`src/rtl/rtype_instr_encoder.sv`:
```
// ============================================================================
// rtype_instr_encoder: packs symbolic ALU requests into RV32 R-type words and
// buffers them in a DEPTH-entry FIFO with valid/ready on both sides.
// Optional macro RTYPE_ILLEGAL_DROP_EN: illegal requests are dropped, not NOPed.
// Revision: 1.0
// ============================================================================
`default_nettype none

module rtype_instr_encoder #(
  parameter int DEPTH = 4,
  parameter int CNT_W = 16
) (
  input  logic             clk,
  input  logic             rst_n,
  input  logic             in_valid,
  output logic             in_ready,
  input  logic [3:0]       in_op,
  input  logic [4:0]       in_rd,
  input  logic [4:0]       in_rs1,
  input  logic [4:0]       in_rs2,
  output logic             out_valid,
  input  logic             out_ready,
  output logic [31:0]      out_code,
  output logic             illegal_op,
  output logic [CNT_W-1:0] issued_cnt,
  input  logic             clr_err
);

  localparam int              PTR_W    = $clog2(DEPTH);
  localparam logic [PTR_W:0]  FULL_CNT = (PTR_W+1)'(DEPTH);
  localparam logic [6:0]      OPCODE   = 7'b0110011;
  localparam logic [31:0]     NOP_CODE = 32'h0000_0033;

  logic [31:0]      mem [DEPTH];
  logic [PTR_W-1:0] wr_ptr;
  logic [PTR_W-1:0] rd_ptr;
  logic [PTR_W:0]   count;

  logic       push;
  logic       pop;
  logic       write_en;
  logic       legal;
  logic [6:0] funct7;
  logic [2:0] funct3;
  logic [31:0] enc_code;

  always_comb begin
    legal  = 1'b1;
    funct7 = 7'b0000000;
    funct3 = 3'b000;
    case (in_op)
      4'd0:    funct3 = 3'b000;
      4'd1:    funct7 = 7'b0100000;
      4'd2:    funct7 = 7'b0000001;
      4'd3:    funct3 = 3'b111;
      4'd4:    funct3 = 3'b110;
      4'd5:    funct3 = 3'b100;
      4'd6:    funct3 = 3'b010;
      4'd7:    funct3 = 3'b011;
      4'd8:    funct3 = 3'b101;
      4'd9:    funct3 = 3'b001;
      default: legal  = 1'b0;
    endcase
  end

  assign enc_code = legal ? {funct7, in_rs2, in_rs1, funct3, in_rd, OPCODE} : NOP_CODE;

  assign in_ready  = (count < FULL_CNT);
  assign out_valid = (count != '0);
  assign push      = in_valid & in_ready;
  assign pop       = out_valid & out_ready;

`ifdef RTYPE_ILLEGAL_DROP_EN
  assign write_en = push & legal;
`else
  assign write_en = push;
`endif

  // Storage needs no reset: out_code is masked by count, which is reset.
  always_ff @(posedge clk) begin
    if (write_en) mem[wr_ptr] <= enc_code;
  end

  assign out_code = out_valid ? mem[rd_ptr] : 32'h0;

  always_ff @(posedge clk or negedge rst_n) begin
    if (!rst_n) begin
      wr_ptr     <= '0;
      rd_ptr     <= '0;
      count      <= '0;
      issued_cnt <= '0;
      illegal_op <= 1'b0;
    end else begin
      if (write_en) wr_ptr <= wr_ptr + PTR_W'(1);
      if (pop) begin
        rd_ptr     <= rd_ptr + PTR_W'(1);
        issued_cnt <= issued_cnt + CNT_W'(1);
      end
      case ({write_en, pop})
        2'b10:   count <= count + 1'b1;
        2'b01:   count <= count - 1'b1;
        default: count <= count;
      endcase
      if (push && !legal) illegal_op <= 1'b1;
      else if (clr_err)   illegal_op <= 1'b0;
    end
  end

endmodule

`default_nettype wire

```
`config.mk`:
```
export PLATFORM = sky130hd
export DESIGN_NAME = rtype_instr_encoder
export DESIGN_NICKNAME = d
export VERILOG_FILES = /design/src/rtl/rtype_instr_encoder.sv
export SDC_FILE = /design/constraint.sdc
export NUM_CORES = 1
export LEC_CHECK = 0
export BUFFER_PORTS_ARGS = -buffer_cell sky130_fd_sc_hd__buf_4
export CAP_MARGIN = 20
export CORE_MARGIN = 10
export CORE_UTILIZATION = 41
export CTS_CLUSTER_SIZE = 40
export DETAILED_ROUTE_END_ITERATION = 8
export PLACE_DENSITY_LB_ADDON = 0.3
export SETUP_SLACK_MARGIN = 0.3
export SLEW_MARGIN = 20
export SYNTH_ARGS = -nofsm -noshare
export SYNTH_HDL_FRONTEND = slang
export SYNTH_SLANG_ARGS = --single-unit
```
`constraint.sdc`:
```
create_clock -name clk -period 2 [get_ports clk]
set_clock_uncertainty 0.1 [all_clocks]
set_input_delay 0.4 -clock clk [delete_from_list [all_inputs] [get_ports clk]]
set_output_delay 0.4 -clock clk [all_outputs]
set_load 0.005 [all_outputs]
```
Word-level counts from Yosys, hierarchy flattened

Memory sizes are Yosys's and may differ from the RTL's.
Cells that the tools add are included.

$add $sub $neg: 5
$lt $le $gt $ge: 1
Equal/unequal tests: 11
Muxes and demuxes: 10
Bitwise operators: 2
Reduce and logical (&&, ||, !) cells: 7

Operator list:

| operator                                             | number |
|---|---|
| 2-to-1 mux 32 bit                                    | 2 |
| case mux 3 bit (7 select lines)                      | 1 |
| adder 16 x 1 -> 16 bit (second input constant)       | 1 |
| equality test 4 x 3 -> 1 bit (second input constant) | 4 |
| case mux 6 bit (2 select lines)                      | 1 |
| OR reduction 10 bit                                  | 1 |
| equality test 4 x 2 -> 1 bit (second input constant) | 2 |
| equality test 4 bit (second input constant)          | 2 |
| case mux 3 bit (2 select lines)                      | 1 |
| 2-to-1 mux 1 bit                                     | 5 |
| adder 2 x 1 -> 2 bit (second input constant)         | 2 |
| equality test 4 x 1 -> 1 bit (second input constant) | 1 |
| zero test 4 bit                                      | 1 |
| nonzero test 2 bit                                   | 2 |
| adder 3 x 1 -> 3 bit (second input constant)         | 1 |
| less-than comparator 3 bit (second input constant)   | 1 |
| nonzero test 3 bit                                   | 1 |
| subtractor 3 x 1 -> 3 bit (second input constant)    | 1 |
| bitwise AND 1 bit                                    | 2 |
| equality test 2 x 1 -> 1 bit (second input constant) | 1 |
| equality test 2 bit (second input constant)          | 1 |
| logical AND 1 bit                                    | 1 |
| zero test 1 bit                                      | 1 |

Register bits: 24
RAM bits: 128
Bits of input ports: 24
Output and inout port bits: 51
Memories kept: 1

Memories:

| memory | words | width | read ports | clocked after memory_dff | write ports | line | RTL |
|---|---|---|---|---|---|---|---|
| mem    | 4     | 32    | 1          | 0                        | 1           | 34   | `logic [31:0] mem [DEPTH];` |

Depth between registers and ports, before layout

Depth after elaboration: 6
Mapped depth: 9

Worst setup path before layout

Ideal clock, no wire load.

Path type: input to register
From: input in_valid
To: register count[2]
Library setup time: 80 ps
Arrival time: 1,741 ps
Required time: 1,820 ps
Path slack: 79 ps
Stages on the path: 9
Buffers on the path: 1
Path through: and2b_2 -> clkbuf_1 -> inv_1 -> ha_1 -> inv_1 -> fa_1 -> xor2_1 -> nor2_1 -> xnor2_1

Word-level cells in the longest chain between the ends: 3

RTL lines:

| item                                                                         | line | RTL |
|---|---|---|
| from (decl)                                                                  | 15   | `input logic in_valid,` |
| bitwise AND 1 bit (*)                                                        | 70   | `assign push = in_valid & in_ready;` |
| equality test 2 x 1 -> 1 bit / equality test 2 bit (equally long branches)   | 99   | `case ({write_en, pop})` |
| case mux 3 bit (2 select lines) / nonzero test 2 bit (equally long branches) | n/a  |  |
| to (signal assigned)                                                         | 100  | `2'b10: count <= count + 1'b1;` |
| to (signal assigned)                                                         | 101  | `2'b01: count <= count - 1'b1;` |
| to (signal assigned)                                                         | 102  | `default: count <= count;` |
| to (decl)                                                                    | 37   | `logic [PTR_W:0] count;` |

Mark *: on every way between the ends. The rest lies on a longest branch, timed or not.
A chain may end at the register's enable or synchronous reset.

Worst setup path after layout

From: register rd_ptr[0]
To: output out_code[25]

Word-level cells in the longest chain between the ends: 2

RTL lines:

| item                   | line | RTL |
|---|---|---|
| from (decl)            | 36   | `logic [PTR_W-1:0] rd_ptr;` |
| from (signal assigned) | 96   | `rd_ptr <= rd_ptr + PTR_W'(1);` |
| memory (4 x 32 bit)    | n/a  |  |
| 2-to-1 mux 32 bit      | 84   | `assign out_code = out_valid ? mem[rd_ptr] : 32'h0;` |
| to (decl)              | 23   | `output logic [31:0] out_code,` |

Every way passes these cells.

==> impl_metrics.py <==
metrics = {
    "outcome": {
        "status": "complete, but fails checks",
        "violations": "setup timing",
    },
    "global_routing": {
        "grt_pass1_wl_um": 14200,
        "overflow": 0,
        "antenna_found_initial": 0,
        "grt_pass1_vias": 2609,
        "grt_usage": 0.115,
        "grt_max_degree": 25,
    },
    "route": {
        "drt_iter0_drc": 123,
        "postRouteAntennaNets": 0,
        "vias_per_cell": 4.89,
        "wl_per_cell_um": 18.6,
        "vias": 2451,
        "drc": 0,
        "firstDrtPassIters": 4,
        "wl_um": 9330,
    },
    "final_layout": {
        "diodes": 0,
        "final_common_cell": "edfxtp_1",
        "layout_common_cells": "80 x edfxtp_1, 53 x buf_4, 26 x buf_6",
        "drive_gt1_frac": 0.474,
        "nets": 387,
        "fillers": 878,
        "syn2layout_area_growth_pct": 32.0,
        "postLayoutCellArea_um2": 5910,
    },
    "worst_setup_path": {
        "critPathMaxFanout": 9,
        "worstPathRequired_ns": 1.50,
        "critPathArrivalTime_ns": 1.77,
        "critical_path.endpoint_type": "primary output",
        "worstSetupPathType": "flop to primary output",
        "cp-start-kind": "flop",
    },
    "clock_tree": {
        "numCtsBuffers": 9,
        "cts_root_buf": "clkbuf_8",
        "ctsLongestPathBuffers": 2,
        "cts_tree": "yes",
        "cts.sinks": 104,
        "clkSlewWorstSetupHoldPaths_ns": 0.10,
        "htree_levels": 3,
        "clk_latency_ns": 0.36,
    },
    "yosys": {
        "synth_top_flop_cell": "edfxtp_1",
        "synth_cell_types": 35,
        "synth_edf_count": 80,
        "synthCells": 270,
        "async_flop_share": 0.231,
        "synth_warnings": 0,
        "postSynthAreaPerCell_um2": 16.6,
        "syn-cell-area_um2": 4480,
        "ys_seq_elements": 104,
        "ys_seq_area_frac": 0.671,
    },
    "placed_design": {
        "placedInstanceArea_um2": 5220,
        "port-buffer-count": 66,
        "gp_congestion": 0.716,
        "dp_hpwl_um": 5790,
    },
    "floorplanning": {
        "rows": 38,
        "initial_utilization": 0.417,
        "pin_count": 75,
        "fp.dieW_um": 124,
        "die_h_um": 124,
        "die_area_um2": 15500,
        "core_um2": 10700,
    },
    "sta": {
        "finalSetupViolCount": 20,
        "finalMaxSlewViolations": 0,
        "fin_crit_sh": 1.13,
        "hold_viol": 0,
        "whs_ns": 0.129,
        "max_freq_mhz": 441,
        "rsz0062_at_grt": "true",
        "min_period_ns": 2.27,
        "fin_tns_setup_ns": -4.90,
        "worst_slack_ns": -0.268,
    },
    "power_and_ir_drop": {
        "peakVddDrop_mv": 0.637,
        "power_leakage_nw": 2.37,
        "power_density_nw_per_um2": 1320,
        "power_mw": 7.80,
    },
    "worst_hold_path": {
        "hold_path_class": "input port to flop",
    },
    "flow_run": {
        "maxCapViolCount": 0,
    },
}
[per-stage QoR]
step,setup WS (ns),std cells,utilization
finish,-0.268,501,0.550
CTS,-0.308,491,0.524
floorplan,0.203,277,-
detailed placement,0.0913,469,0.486
global placement,0.110,469,0.486
global route,-0.360,501,0.550
[per-layer routing]
metal  vias to the layer above  GRT usage  share of wire
met2                        62      0.194           0.52
met3                        10     0.0396          0.048
met5                         -          0              0
li1                       1138          -              -
met4                         0     0.0288         0.0093
met1                      1241      0.137           0.43
[synthesized netlist by cell type (all sizes together), types with 2 or more instances]
master | instances | area (um2)
xor2 | 4 | 35.0
clkbuf | 5 | 18.8
o21ai | 3 | 15.0
nand4 | 5 | 50.1
buf | 18 | 144
nand3 | 5 | 35.0
o22ai | 2 | 12.5
dfrtp | 24 | 601
inv | 10 | 37.5
nor2 | 5 | 18.8
edfxtp | 80 | 2400
and4 | 2 | 21.3
a21oi | 2 | 10.0
nand2 | 10 | 37.5
mux4 | 20 | 450
nand2b | 3 | 18.8
xnor2 | 17 | 149
ha | 6 | 75.1
and2 | 19 | 119
nor2b | 20 | 125
[final timing paths]
kind,start,to,slack [ns],cells after the start
max in group asynchronous,rst_n,rd_ptr[0]$_DFFE_PN0P_,1.17,2
worst max register to register,count[1]$_DFFE_PN0P_,count[2]$_DFFE_PN0P_,0.01,10
min in group asynchronous,rst_n,issued_cnt[10]$_DFFE_PN0P_,0.36,2
worst min register to register,issued_cnt[15]$_DFFE_PN0P_,issued_cnt[15]$_DFFE_PN0P_,0.41,1
worst min-delay path,clr_err,illegal_op$_DFFE_PN0P_,0.13,2
worst max-delay path,rd_ptr[0]$_DFFE_PN0P_,out_code[25],-0.27,4
[state kept, by name (all words and copies together), names as in the netlist]
register	count
wr_ptr	2
count	3
mem	80
issued_cnt	16
rd_ptr	2
illegal_op	1
[timing repair]
item / 4_1_cts / 5_1_grt
hold buffers: 1 / 0
gates cloned: 2 / 4
endpoints found under the setup margin: 87 / 113
pin swaps: 2 / 9
hold endpoints to repair: 24 / 0
buffers inserted: 3 / 6
resized for setup: 29 / 34
[cell families (layout without fill, tap and decap cells)]
kind of cell | after synthesis | in the layout | share of synthesized area
AOI/OAI and AO/OA | 8 | 8 | 0.0103
xor gates and xnor gates | 21 | 21 | 0.0411
adders and majority gates | 7 | 7 | 0.0212
buffers and inverters | 33 | 114 | 0.0447
DFF | 104 | 104 | 0.671
muxes | 22 | 22 | 0.105
other | 1 | 8 | 0.000838
and+or+nand+nor | 74 | 77 | 0.105
[report_power, final]
part / internal (mW) / switching [mW] / total [mW]
Combinational: 2.10 / 1.28 / 3.38
Clock: 0.715 / 0.715 / 1.43
Sequential: 2.73 / 0.257 / 2.99
Total: 5.55 / 2.25 / 7.80
[worst max-delay path, stage by stage, from the launching register on]
cell	delay, ns
dfrtp_2	0.46
buf_12	0.17
mux4_2	0.51
nor2b_1	0.14
buf_4	0.13
[cell type report]
cell class	count	area, um2	area share
sequential	104	3010	0.509
multi-input combinational	143	1570	0.266
timing repair buffer	88	891	0.151
tap	140	175	0.0296
clock buffer	10	128	0.0216
clock inverter	6	92.6	0.0157
inverter	10	47.5	0.00805
Power figures use the tool's default switching activity.
